`config.mk`:
```
export PLATFORM = sky130hd
export DESIGN_NAME = mux_serializer_p2s
export DESIGN_NICKNAME = d
export VERILOG_FILES = /design/src/rtl/mux_serializer_p2s.sv
export SDC_FILE = /design/constraint.sdc
export NUM_CORES = 1
export LEC_CHECK = 0
export CAP_MARGIN = 5
export CORE_MARGIN = 2
export CORE_UTILIZATION = 50
export CTS_CLUSTER_SIZE = 30
export DETAILED_ROUTE_END_ITERATION = 8
export GPL_TIMING_DRIVEN = 0
export HOLD_SLACK_MARGIN = 0.05
export PLACE_DENSITY_LB_ADDON = 0.1
export SLEW_MARGIN = 20
export SYNTH_ARGS = -nofsm -noshare
export SYNTH_HDL_FRONTEND = slang
export SYNTH_SLANG_ARGS = --single-unit
```
`constraint.sdc`:
```
create_clock -name clk -period 1.93 [get_ports clk]
set_input_delay 0.386 -clock clk [delete_from_list [all_inputs] [get_ports clk]]
set_output_delay 0.386 -clock clk [all_outputs]
set_load 0.1 [all_outputs]
```
`src/rtl/mux_serializer_p2s.sv`:
```
// mux_serializer_p2s
// Buffers bytes from the upstream 4:1 byte mux in a small FIFO and serializes
// them MSB-first onto a 1-bit lane, one bit per clock. When the FIFO is empty
// at a symbol boundary the COM filler symbol is sent instead, so the lane
// never stalls once it has started.
//
// Ports:
//   clk        - single clock, equal to the serial bit rate
//   reset      - asynchronous, active-low reset
//   in_data    - byte from the upstream mux
//   in_valid   - in_data is valid
//   in_ready   - FIFO can accept a byte (combinational, 0 while in reset)
//   data_out   - registered serial bit
//   valid_out  - serial lane active
//   sym_start  - data_out carries the MSB of a symbol
//   is_data    - current symbol is a FIFO byte (1) or COM (0)
//   fifo_count - current FIFO occupancy
module mux_serializer_p2s #(
    parameter int                 DATA_W     = 8,
    parameter int                 FIFO_DEPTH = 4,
    parameter logic [DATA_W-1:0]  COM_SYM    = 8'hBC
) (
    input  logic                          clk,
    input  logic                          reset,
    input  logic [DATA_W-1:0]             in_data,
    input  logic                          in_valid,
    output logic                          in_ready,
    output logic                          data_out,
    output logic                          valid_out,
    output logic                          sym_start,
    output logic                          is_data,
    output logic [$clog2(FIFO_DEPTH):0]   fifo_count
);

    localparam int PTR_W = $clog2(FIFO_DEPTH);
    localparam int CNT_W = PTR_W + 1;
    localparam int BC_W  = (DATA_W > 1) ? $clog2(DATA_W) : 1;

    localparam logic [CNT_W-1:0] FULL = CNT_W'(FIFO_DEPTH);
    localparam logic [BC_W-1:0]  LAST = BC_W'(DATA_W - 1);

    logic [DATA_W-1:0] mem [FIFO_DEPTH];
    logic [PTR_W-1:0]  wr_ptr;
    logic [PTR_W-1:0]  rd_ptr;
    logic [CNT_W-1:0]  count;
    logic [BC_W-1:0]   bit_cnt;
    logic [DATA_W-1:0] shreg;
    logic [DATA_W-1:0] sym;
    logic              push;
    logic              pop;
    logic              load;

    assign in_ready   = reset & (count != FULL);
    assign push       = in_valid & in_ready;
    assign load       = (bit_cnt == LAST);
    // Pop only uses occupancy before this edge, so a byte pushed on the
    // load edge into an empty FIFO waits for the next slot.
    assign pop        = load & (count != '0);
    assign sym        = pop ? mem[rd_ptr] : COM_SYM;
    assign fifo_count = count;

    // Storage needs no reset; occupancy and pointers define what is valid.
    always_ff @(posedge clk) begin
        if (push) begin
            mem[wr_ptr] <= in_data;
        end
    end

    always_ff @(posedge clk or negedge reset) begin
        if (!reset) begin
            wr_ptr <= '0;
            rd_ptr <= '0;
            count  <= '0;
        end else begin
            if (push) begin
                wr_ptr <= wr_ptr + PTR_W'(1);
            end
            if (pop) begin
                rd_ptr <= rd_ptr + PTR_W'(1);
            end
            case ({push, pop})
                2'b10:   count <= count + CNT_W'(1);
                2'b01:   count <= count - CNT_W'(1);
                default: count <= count;
            endcase
        end
    end

    // bit_cnt resets to the last position so the first edge after release
    // is a load edge.
    always_ff @(posedge clk or negedge reset) begin
        if (!reset) begin
            bit_cnt   <= LAST;
            shreg     <= '0;
            data_out  <= 1'b0;
            valid_out <= 1'b0;
            sym_start <= 1'b0;
            is_data   <= 1'b0;
        end else if (load) begin
            data_out  <= sym[DATA_W-1];
            shreg     <= sym << 1;
            bit_cnt   <= '0;
            sym_start <= 1'b1;
            valid_out <= 1'b1;
            is_data   <= pop;
        end else begin
            data_out  <= shreg[DATA_W-1];
            shreg     <= shreg << 1;
            bit_cnt   <= bit_cnt + BC_W'(1);
            sym_start <= 1'b0;
        end
    end

endmodule
```
==> run summary, run 1 <==
Clock buffer count from CTS = 5
Max-cap violations = 0
Clk_skew = 0.00481 ns
Routed via count = 1021
CP startpoint = bit_cnt[0]$_DFF_PN1_
Crit end category = flop
Via-to-Cell Ratio = 5.21
Worst VDD drop = 0.676 mV
Antenna violations before repair = 0
Post-route ant nets = 0
Mapped Area = 2070 um^2
Total clock sinks = 53
GRT overflow = 0
Clk buf depth = 2
Crit share post-route = 103%
Unique cell type count in the Yosys netlist = 26
Register area share after synthesis = 71.9%
Final Max Slew Viols = 0
Row cnt = 23
Clock latency on the worst-skew pair = 0.30 ns
Largest net degree at the start of global routing = 19
RR Startpoint = bit_cnt[0]$_DFF_PN1_
1st-iter DRT viols = 56
Setup ws final = -0.0562 ns
DPL Wire Length = 2070 um
Area after DPL = 2380 um^2
Drt drc = 0
WL/cell = 16.2 um
CTS H-tree depth = 2
Final wirelength = 3170 um
Die width = 68.4 um
P_leak = 0.000943 uW
Clock transition at the registers of the reported paths = 0.09 ns
Fillers = 285
Pwr/cell area = 1360 nW/um^2
Die area = 4680 um^2
Core Area = 4000 um^2
Crit start category = flop
RePlAce Congestion = 0.677
Cell taking the most area after synthesis = edfxtp_1
Post-Layout Cell Count = 196
Drt pass-1 iters = 4
CP Data Required Time = 2.15 ns
CTS tree = built
Area Overhead vs Synth = 21.7%
Worst-margin pin slew = 0.949 ns
FF-to-FF End = fifo_count[2]$_DFFE_PN0P_
Final setup fails = 1
Post-route design area = 2520 um^2
Commonest non-fill, non-tap cell in the layout = edfxtp_1
Vias in the first global route = 1084
Reg2Reg Depth = 10
FF/Latch Area = 1500 um^2
Yosys reg bits = 53
Synthesized instance count = 114
Mapped Nets = 133
Most frequent cells in the layout = 32 x edfxtp_1, 15 x dfrtp_1, 9 x clkdlybuf4s50_1
Outcome = finished with violations
Worst Path Arrival = 2.21 ns
Final net count = 164
Top-area cell type share of the netlist area = 46.4%
Multi-input gate area = 591 um^2
CP endpoint = fifo_count[2]$_DFFE_PN0P_
TNS Setup = -0.0562 ns
I/O pins = 19
Final Hold Viols = 0
GRT Total Usage = 17.1%
Violations in the final reports = setup timing
RSZ-0062 raised after global routing = true
Max Fclk = 0.503 GHz
# diodes = 0
Worst rel slew slack = 37.0%
Root buf cell = clkbuf_8
Die Ht = 68.4 um
Inst Count DP = 182
Yosys Warn Count = 0
Fraction of layout cells with a size suffix above 1 = 30.8%
Initial core utilization = 51.8%
Worst Path Max Fanout = 2
# port buffers = 18
Worst min-delay path class = reg -> reg
Clock period minus final worst setup slack = 1.99 ns
Most area-consuming cells after synthesis = edfxtp_1 46%, dfrtp_1 22%, mux4_2 8.7%, ha_1 4.2%, dfstp_2 3.8%
Syn Area/Cell = 18.2 um^2
First-pass GRT wire length = 5430 um
WS Path Type = reg -> reg
Reg-to-reg slack, setup = -0.06 ns
==> flip-flops by register name (all words and copies together) (netlist names) <==
name        flops
mem            32
shreg           7
bit_cnt         3
fifo_count      3
rd_ptr          2
wr_ptr          2
data_out        1
is_data         1
sym_start       1
valid_out       1
==> where the power goes <==
part / switching, uW / leakage, uW / internal [uW]
sequential: 151 / 0.000529 / 1460
clock: 337 / 0.0000456 / 259
combinational: 778 / 0.000368 / 439
total: 1270 / 0.000943 / 2160
==> routing by layer <==
layer / wire length, um / global-route usage [%] / up-vias
met5: 0 / 0 / -
met4: 49 / 6.00 / 0
met3: 152 / 4.93 / 7
met2: 1590 / 28.3 / 28
met1: 1380 / 21.5 / 511
li1: - / - / 475
==> Yosys cell counts <==
master    count
o31ai_4       1
clkbuf_2      1
o22a_1        5
or2_2         1
fa_1          1
mux2_2        1
clkbuf_1      1
nand2_1       3
a21boi_0      1
mux4_2        8
mux2i_1       1
xor2_1        2
xnor2_1       4
nand2_2       1
dfrtp_1      18
and2_1        5
a21oi_2       1
buf_6         1
o21ai_1       1
inv_2         1
ha_1          7
inv_1         9
nor2_1        3
o21ai_0       2
dfstp_2       3
edfxtp_1     32
==> cell families after synthesis <==
| family | after synthesis | share of synthesized area (%) |
|---|---|---|
| compound gates | 11 | 4.65 |
| flops | 53 | 71.9 |
| buf+inv | 13 | 2.78 |
| simple gates | 13 | 3.20 |
| mux | 10 | 9.72 |
| fa+ha+maj | 8 | 5.19 |
| xor+xnor | 6 | 2.54 |
==> how the worst min path moves through the flow <==
stage                          startpoint                    end  slack (ns)  depth (start not counted)
floorplan                           reset     data_out$_DFF_PN0_        0.09                          0
global placement    valid_out$_DFFE_PN0N_  valid_out$_DFFE_PN0N_        0.45                          1
detailed placement  valid_out$_DFFE_PN0N_  valid_out$_DFFE_PN0N_        0.45                          1
CTS                 valid_out$_DFFE_PN0N_  valid_out$_DFFE_PN0N_        0.47                          1
global route        valid_out$_DFFE_PN0N_  valid_out$_DFFE_PN0N_        0.51                          1
finish              valid_out$_DFFE_PN0N_  valid_out$_DFFE_PN0N_        0.47                          1
==> metrics by stage <==
stage / power, uW / utilization [%] / hold WS [ns] / setup slack, ns
finish: 3420 / 63.1 / 0.471 / -0.0562
global route: 3630 / 63.1 / 0.506 / -0.142
CTS: 3460 / 63.0 / 0.474 / -0.0568
detailed placement: 2880 / 59.6 / 0.453 / -1.47
global placement: 2830 / 59.6 / 0.449 / -1.42
floorplan: 2570 / - / 0.0904 / -0.106
==> timing repair <==
action                                  4_1_cts  5_1_grt
endpoints found under the setup margin       45        5
hold endpoints to repair                     18        0
hold buffers                                  2        0
pin swaps                                     7        0
gates resized for setup                      22        5
gates cloned                                  0        0
setup buffers                                 4        0
==> area by class of cell <==
| type | instances | share of cell area [%] |
|---|---|---|
| clock buffers | 6 | 2.88 |
| well taps | 50 | 2.48 |
| flip-flops and latches | 53 | 59.5 |
| multi-input cells | 48 | 23.4 |
| repair buffers | 24 | 8.88 |
| inverters | 10 | 1.49 |
| plain buffers | 3 | 0.794 |
| clock inverters | 2 | 0.546 |
==> critical path: stages, from the launching register on <==
cell	delay, ns
dfstp_2	0.57
ha_4	0.15
ha_4	0.14
o31ai_4	0.08
inv_2	0.09
ha_4	0.14
inv_2	0.03
fa_2	0.32
xor2_1	0.15
nor2_1	0.11
xor2_1	0.15
(Power assumes the default switching activity.)
==> run 2, diff against run 1 <==
SLEW_MARGIN = 40   (was 20)
==> run 2 against run 1 <==
Effect of this change: the run still ends with setup timing left; worst setup slack got worse by 0.039 ns; non-clock buffer count rose by 1; flip-flop and latch count did not move; critical endpoint unchanged; final area fell by 1.2%; final cell count rose by 0.51%.
==> run summary, run 2 (synthesis gave the netlist of run 1 again) <==
Final wirelength = 3160 um
CP startpoint = bit_cnt[0]$_DFF_PN1_
Crit path depth = 10
Clock buffer count from CTS = 5
Core Area = 4000 um^2
RePlAce Congestion = 0.677
RR Startpoint = bit_cnt[0]$_DFF_PN1_
Clk_skew = 0.00750 ns
GRT overflow = 0
Post-route design area = 2490 um^2
Hold Slack = 0.128 ns
Area after DPL = 2340 um^2
Die area = 4680 um^2
# port buffers = 18
Crit share post-route = 105%
Row cnt = 23
I/O pins = 19
Most frequent cells in the layout = 32 x edfxtp_1, 15 x dfrtp_1, 9 x buf_2, 9 x clkdlybuf4s50_1
Crit end category = flop
Worst Path Max Fanout = 3
WL/cell = 16.0 um
Drt drc = 0
Clock latency on the worst-skew pair = 0.30 ns
Max-cap violations = 0
Die Ht = 68.4 um
Area Overhead vs Synth = 20.3%
CP endpoint = fifo_count[2]$_DFFE_PN0P_
Reg2Reg Depth = 10
Post-route ant nets = 0
Final setup fails = 1
Largest net degree at the start of global routing = 19
Final Hold Viols = 0
Antenna violations before repair = 0
Routed via count = 1014
FF-to-FF End = fifo_count[2]$_DFFE_PN0P_
Largest Register = mem
Worst min-delay path class = in -> async
Initial core utilization = 51.8%
Worst VDD drop = 0.702 mV
Pwr/cell area = 1360 nW/um^2
Post-Layout Cell Count = 197
WS Path Type = reg -> reg
Final net count = 165
Delay-heaviest family, CP = adder cells
Worst Path Buf+Inv = 2
Worst-margin pin slew = 0.485 ns
Crit path top cell by count = ha_4
Worst path max stage delay = 0.57 ns
Max Fclk = 0.494 GHz
1st-iter DRT viols = 35
# diodes = 0
Largest registers = mem: 32 flops, shreg: 7 flops
CTS tree = built
Outcome = finished with violations
Violations in the final reports = setup timing
Clock transition at the registers of the reported paths = 0.09 ns
Fraction of layout cells with a size suffix above 1 = 35.4%
Clk buf depth = 2
Setup ws final = -0.0951 ns
Die width = 68.4 um
First-pass GRT wire length = 5430 um
Clock period minus final worst setup slack = 2.03 ns
Commonest non-fill, non-tap cell in the layout = edfxtp_1
Worst Path Arrival = 2.25 ns
Total clock sinks = 53
Vias in the first global route = 1074
Root buf cell = clkbuf_8
Reg-to-reg slack, setup = -0.1 ns
Max FFs per register = 32
Drt pass-1 iters = 4
Via-to-Cell Ratio = 5.15
Final Max Slew Viols = 0
CP Data Required Time = 2.16 ns
CTS H-tree depth = 2
Crit start category = flop
CP max stage cell = dfstp_2
RSZ-0062 raised after global routing = true
Inst Count DP = 182
P_leak = 0.000935 uW
Worst-path cell chain = ha_4 > ha_4 > o31ai_4 > inv_2 > ha_4 > inv_2 > fa_2 > xor2_1 > nor2_1 > xor2_1
Overall power = 3400 uW
GRT Total Usage = 16.9%
Worst rel slew slack = 67.9%
-- run 2: cell count changes in the layout (fill, tap and decap cells not counted) --
cell	delta
clkdlybuf4s15_2	-3
buf_4	+1
clkinvlp_4	+1
dlygate4sd3_1	-1
buf_2	+8
clkbuf_1	-1
clkdlybuf4s15_1	-2
dlygate4sd2_1	-2
-- run 2: through the flow --
step	setup TNS, ns	worst slack, ns	util, %
6_report	-0.0951	-0.0951	62.3
5_1_grt	-0.200	-0.200	62.3
4_1_cts	-0.0826	-0.0826	61.9
3_5_place_dp	-5.70	-0.347	58.5
3_3_place_gp	-33.48	-1.42	59.6
2_1_floorplan	-0.183	-0.106	-
-- run 2: power breakdown --
| group | internal [uW] | total, uW | leakage, uW | switching (uW) |
|---|---|---|---|---|
| combinational | 410 | 1190 | 0.000362 | 775 |
| clock | 257 | 606 | 0.0000445 | 348 |
| sequential | 1460 | 1610 | 0.000529 | 150 |
| total | 2130 | 3400 | 0.000935 | 1270 |
-- run 2: worst min-delay path by stage --
| stage | startpoint | end | slack, ns | depth (start not counted) |
|---|---|---|---|---|
| after global routing | reset | valid_out$_DFFE_PN0N_ | 0.15 | 2 |
| after detailed placement | reset | valid_out$_DFFE_PN0N_ | 0.38 | 1 |
| after global placement | valid_out$_DFFE_PN0N_ | valid_out$_DFFE_PN0N_ | 0.45 | 1 |
| after CTS | valid_out$_DFFE_PN0N_ | valid_out$_DFFE_PN0N_ | 0.48 | 1 |
| after floorplan | reset | data_out$_DFF_PN0_ | 0.09 | 0 |
| final | reset | valid_out$_DFFE_PN0N_ | 0.13 | 2 |
-- run 2: what timing repair did --
action                                  CTS  global route
pin swaps                                 7             4
resized for setup                         1             1
hold buffers                              2             0
setup buffers                             3             2
endpoints found under the setup margin    2             2
hold endpoints to repair                 18             0
-- run 2: area by class of cell --
cell class	instances	area, um^2
inverter	10	37.5
clock inverter	3	21.3
sequential	53	1500
timing repair buffer	25	190
clock buffer	5	68.8
fill	306	1510
tap	50	62.6
multi-input combinational	48	591
buffer	3	20.0
-- run 2: routing by layer --
metal	track usage, %	up-vias	part of all wire (%)
li1	-	473	-
met2	28.0	24	50
met3	4.93	6	4.3
met1	21.6	511	44
met4	5.25	0	1.3
met5	0	-	0
-- run 2: worst register-to-register path: cells and delay by family, from the launching register on --
kind                       cells  cell delay, ns
AOI/OAI and AO/OA              1            0.07
xor gates and xnor gates       2            0.30
adders and majority gates      4            0.75
buffers and inverters          2            0.11
DFF                            1            0.57
and+or+nand+nor                1            0.13
